$ cat src/rtl/csel_adder_pipe.sv
// Pipelined carry-select adder/subtractor with a valid/ready stream interface.
// Stage k resolves block k and selects its pre-computed sum with the carry held by stage k-1.
module csel_adder_pipe #(
    parameter int WIDTH = 16,
    parameter int BLOCK = 4,
    parameter int TAG_W = 4
) (
    input  logic             clk,
    input  logic             rst,
    input  logic             in_valid,
    output logic             in_ready,
    input  logic [WIDTH-1:0] a,
    input  logic [WIDTH-1:0] b,
    input  logic             cin,
    input  logic             sub,
    input  logic [TAG_W-1:0] tag_in,
    output logic             out_valid,
    input  logic             out_ready,
    output logic [WIDTH-1:0] sum,
    output logic             cout,
    output logic             ovf,
    output logic [TAG_W-1:0] tag_out
);

    localparam int NBLK = WIDTH / BLOCK;

    generate
        if ((WIDTH % BLOCK) != 0) begin : g_bad_block
            $error("csel_adder_pipe: WIDTH must be a multiple of BLOCK");
        end
    endgenerate

    logic             adv_s;
    logic             ovf_s;

    logic             src_v_s   [NBLK];
    logic [WIDTH-1:0] src_a_s   [NBLK];
    logic [WIDTH-1:0] src_b_s   [NBLK];
    logic             src_c_s   [NBLK];
    logic [WIDTH-1:0] src_acc_s [NBLK];
    logic [TAG_W-1:0] src_tag_s [NBLK];

    logic [BLOCK:0]   s0_s      [NBLK];
    logic [BLOCK:0]   s1_s      [NBLK];
    logic [WIDTH-1:0] nxt_acc_s [NBLK];
    logic             nxt_c_s   [NBLK];

    logic             valid_r   [NBLK];
    logic [WIDTH-1:0] a_r       [NBLK];
    logic [WIDTH-1:0] b_r       [NBLK];
    logic             carry_r   [NBLK];
    logic [WIDTH-1:0] acc_r     [NBLK];
    logic [TAG_W-1:0] tag_r     [NBLK];
    logic             ovf_r;

    assign adv_s    = ~valid_r[NBLK-1] | out_ready;
    assign in_ready = adv_s & ~rst;

    // Stage inputs: the port operands feed stage 0, every later stage reads its predecessor.
    always_comb begin
        src_v_s[0]   = in_valid & in_ready;
        src_a_s[0]   = a;
        src_b_s[0]   = sub ? ~b : b;
        src_c_s[0]   = sub ? 1'b1 : cin;
        src_acc_s[0] = {WIDTH{1'b0}};
        src_tag_s[0] = tag_in;
        for (int k = 1; k < NBLK; k++) begin
            src_v_s[k]   = valid_r[k-1];
            src_a_s[k]   = a_r[k-1];
            src_b_s[k]   = b_r[k-1];
            src_c_s[k]   = carry_r[k-1];
            src_acc_s[k] = acc_r[k-1];
            src_tag_s[k] = tag_r[k-1];
        end
    end

    // Both conditional block sums per stage, then the carry-select merge into the partial result.
    always_comb begin
        for (int k = 0; k < NBLK; k++) begin
            s0_s[k] = {1'b0, src_a_s[k][k*BLOCK +: BLOCK]} + {1'b0, src_b_s[k][k*BLOCK +: BLOCK]};
            s1_s[k] = {1'b0, src_a_s[k][k*BLOCK +: BLOCK]} + {1'b0, src_b_s[k][k*BLOCK +: BLOCK]}
                      + {{BLOCK{1'b0}}, 1'b1};
            nxt_acc_s[k] = src_acc_s[k];
            if (src_c_s[k]) begin
                nxt_acc_s[k][k*BLOCK +: BLOCK] = s1_s[k][BLOCK-1:0];
                nxt_c_s[k]                     = s1_s[k][BLOCK];
            end else begin
                nxt_acc_s[k][k*BLOCK +: BLOCK] = s0_s[k][BLOCK-1:0];
                nxt_c_s[k]                     = s0_s[k][BLOCK];
            end
        end
        // Signed overflow: like-signed operands producing a result of the other sign.
        ovf_s = (src_a_s[NBLK-1][WIDTH-1] == src_b_s[NBLK-1][WIDTH-1]) &&
                (nxt_acc_s[NBLK-1][WIDTH-1] != src_a_s[NBLK-1][WIDTH-1]);
    end

    // Pipeline registers; data only loads with a valid entry so a bubble leaves outputs untouched.
    always_ff @(posedge clk) begin
        if (rst) begin
            for (int k = 0; k < NBLK; k++) begin
                valid_r[k] <= 1'b0;
                a_r[k]     <= {WIDTH{1'b0}};
                b_r[k]     <= {WIDTH{1'b0}};
                carry_r[k] <= 1'b0;
                acc_r[k]   <= {WIDTH{1'b0}};
                tag_r[k]   <= {TAG_W{1'b0}};
            end
            ovf_r <= 1'b0;
        end else if (adv_s) begin
            for (int k = 0; k < NBLK; k++) begin
                valid_r[k] <= src_v_s[k];
                if (src_v_s[k]) begin
                    a_r[k]     <= src_a_s[k];
                    b_r[k]     <= src_b_s[k];
                    carry_r[k] <= nxt_c_s[k];
                    acc_r[k]   <= nxt_acc_s[k];
                    tag_r[k]   <= src_tag_s[k];
                end
            end
            if (src_v_s[NBLK-1]) begin
                ovf_r <= ovf_s;
            end
        end
    end

    assign out_valid = valid_r[NBLK-1];
    assign sum       = acc_r[NBLK-1];
    assign cout      = carry_r[NBLK-1];
    assign ovf       = ovf_r;
    assign tag_out   = tag_r[NBLK-1];

endmodule

$ cat config.mk
export PLATFORM = sky130hd
export DESIGN_NAME = csel_adder_pipe
export DESIGN_NICKNAME = d
export VERILOG_FILES = /design/src/rtl/csel_adder_pipe.sv
export SDC_FILE = /design/constraint.sdc
export NUM_CORES = 1
export LEC_CHECK = 0
export CAP_MARGIN = 10
export CORE_MARGIN = 3
export CORE_UTILIZATION = 63
export CTS_CLUSTER_SIZE = 10
export DETAILED_ROUTE_END_ITERATION = 8
export DONT_BUFFER_PORTS = 1
export PLACE_DENSITY = 0.79
export RECOVER_POWER = 25
export SYNTH_ARGS = -nofsm -noshare
export SYNTH_HDL_FRONTEND = slang
export SYNTH_SLANG_ARGS = --single-unit
export TNS_END_PERCENT = 50
$ cat constraint.sdc
create_clock -name clk -period 3.6 [get_ports clk]
set_input_delay 0.72 -clock clk [delete_from_list [all_inputs] [get_ports clk]]
set_output_delay 0.72 -clock clk [all_outputs]
set_load 0.01 [all_outputs]
==> reports/metrics.csv <==
metric,value,unit
status,"finished, violations left",
violations,"max-capacitance violations, max-slew violations",
min_path_type,input port to flop,
clock_path_buffers,2,
dp_cells,478,
cap_viol_max_count,1,
final_common_cell,edfxtp_1,
timing.slew.headroom,-0.0170,
worst_pin_slew,1.53,ns
cts_resized,0,
fin_ws,1.02,ns
sw_frac_of_total,0.225,
routabilityCongestion,0.784,
fin_skew,0.0149,ns
grt_pass1_vias,2919,
cp_max_fo,20,
critPathKind,flop to output pin,
finalHoldViolations,0,
p_leak,2.45,nW
setup-tns-final,0,ns
syn_inst,386,
grtUsageTotal,0.189,
setup_violations,0,
fin_cells,510,
hpwl,5630,µm
yosysSeqAreaShare,0.643,
cts_sinks,113,
fin_crit,2.58,ns
rsz0062_at_grt,false,
post_cts_buffers,0,
num-nets-final,461,
pwr-share-seq,0.478,
wl_met3,386,µm
routed_wl,8140,µm
critPathRequiredTime,2.88,ns
core_region_area,0.00793,mm²
grt-ovfl-total,0,
cts_tree,done,
cts_root_buf,clkbuf_8,
dieArea,0.00948,mm²
synth_area,0.00526,mm²
numPortBuffers,0,
p_comb_frac,0.086,
n_antenna_cell,0,
drive_gt1_frac,0.103,
grt_pass1_wl,14000,µm
synth-seq-cells,113,
numCtsBuffers,17,
post-place-ws,0.641,ns
antenna_found_initial,0,
fmax,0.388,GHz
die_h,97.4,µm
detail_route.wl_per_cell,16.0,µm
start_kind,flop,
critPathCaptureType,output pin,
cts_hold_buf,0,
dr.pass1.iters,4,
switchingPower,0.000744,W
top_layer,met4,
met2_length,4060,µm
clkSlewWorstSetupHoldPaths,0.05,ns
power.density,564,mW/mm²
drt_iter0_drc,206,
grt_max_degree,34,
via_count,2901,
post-route-period-util,0.716,
p_clk_frac,0.436,
ios,66,
internal-power,0.00257,W
yosys_warnings,0,
arrival,1.86,ns
start_util,0.664,
synth_nets,452,
area_growth,11.8,%
wirelength_met1,3610,µm
final_cell_mix,"edfxtp_1 (112), and3_1 (53), nor2_1 (33), xnor2_1 (26), and2_1 (24)",
drtAntennaViolNets,0,
via_per_inst,5.69,
finalMaxSlewViolations,30,
post-route-util,0.741,
die_w,97.4,µm
yosysUniqueCellTypes,46,
insertion_delay,0.51,ns
vdd_ir_drop_max,0.307,mV
ctsHtreeMaxLevel,4,
syn-mean-instance-area,13.6,µm²
num_rows,32,
remaining_drc_errors,0,
==> cells in the mapped netlist (all sizes together) <==
cell	count	area [µm²]
o211ai	1	7.51
nand2b	5	33.8
xor2	8	70.1
xnor2	28	260
nand3	4	20.0
o21ai	4	23.8
and2	24	150
a21o	7	52.6
a211oi	3	22.5
o32ai	1	8.76
a22oi	1	7.51
nand2	8	30.0
nor3b	1	7.51
nor3	3	15.0
buf	5	33.8
or2	3	18.8
nor2	35	136
clkbuf	10	37.5
o31ai	1	7.51
nand4	1	6.26
inv	12	45.0
nand3b	2	15.0
nor2b	2	12.5
ha	20	250
edfxtp	112	3360
fa	4	80.1
mux2i	4	40.0
and3	53	332
a21oi	11	55.1
a31oi	1	6.26
and3b	1	8.76
dfxtp	1	20.0
nor4	5	31.3
nor4b	2	23.8
a2111oi	1	8.76
o31a	2	18.8
==> flip-flops by register name (all words and copies together) (netlist names) <==
register / count
carry_r: 4
acc_r: 40
valid_r: 4
ovf: 1
a_r: 24
tag_r: 16
b_r: 24
==> metal layers <==
layer,global-route usage,vias to the layer above
met3,0.0574,11
met4,0.0735,0
met2,0.309,87
li1,-,1441
met5,0,-
met1,0.236,1362
==> power by group through the flow <==
| stage | combinational [W] | sequential, W | clock, W |
|---|---|---|---|
| 3_5_place_dp | 0.000286 | 0.00161 | 0 |
| 5_1_grt | 0.000325 | 0.00159 | 0.00154 |
| 3_3_place_gp | 0.000273 | 0.00161 | 0 |
| 6_report | 0.000286 | 0.00158 | 0.00144 |
| 2_1_floorplan | 0.000244 | 0.00160 | 0 |
| 4_1_cts | 0.000289 | 0.00158 | 0.00147 |
==> stage by stage <==
step	hold slack, ns	area (µm²)	power (W)
after floorplan	0.476	5260	0.00184
after global placement	0.492	5360	0.00188
after detailed placement	0.503	5360	0.00190
after CTS	0.417	5880	0.00334
after global routing	0.419	5880	0.00345
final	0.439	5880	0.00331
==> worst max-delay path: stages, from the launching register on <==
cell and delay [ns]:
edfxtp_1 0.47, nand2b_2 0.15, nor2b_4 0.44, buf_4 0.29
==> final timing paths <==
| check | cells past startpoint | slack, ns | start | end |
|---|---|---|---|---|
| worst max register to register | 8 | 1.17 | b_r[0][44]$_SDFFCE_PN0P_ | carry_r[3]$_DFFE_PP_ |
| worst min register to register | 2 | 0.51 | ovf$_SDFFE_PP0P_ | ovf$_SDFFE_PP0P_ |
| worst max-delay path | 3 | 1.02 | valid_r[3]$_DFFE_PP_ | in_ready |
| worst min-delay path | 1 | 0.44 | in_valid | a_r[0][8]$_SDFFCE_PN0P_ |
==> cell families (layout without fill, tap and decap cells) <==
| kind of cell | Yosys count | after routing | synth area share |
|---|---|---|---|
| compound gates | 33 | 33 | 0.0416 |
| flops | 113 | 113 | 0.643 |
| buf+inv | 27 | 49 | 0.0221 |
| simple gates | 149 | 149 | 0.160 |
| xor+xnor | 36 | 36 | 0.0628 |
| fa+ha+maj | 24 | 24 | 0.0628 |
| mux | 4 | 4 | 0.00761 |
==> cell type report <==
type	instances	area, µm²
multi-input combinational	246	1770
tap	102	128
clock inverter	11	91.3
timing repair buffer	5	33.8
fill	507	2050
inverter	12	45.0
sequential	113	3380
clock buffer	21	429
(Power assumes the default switching activity.)
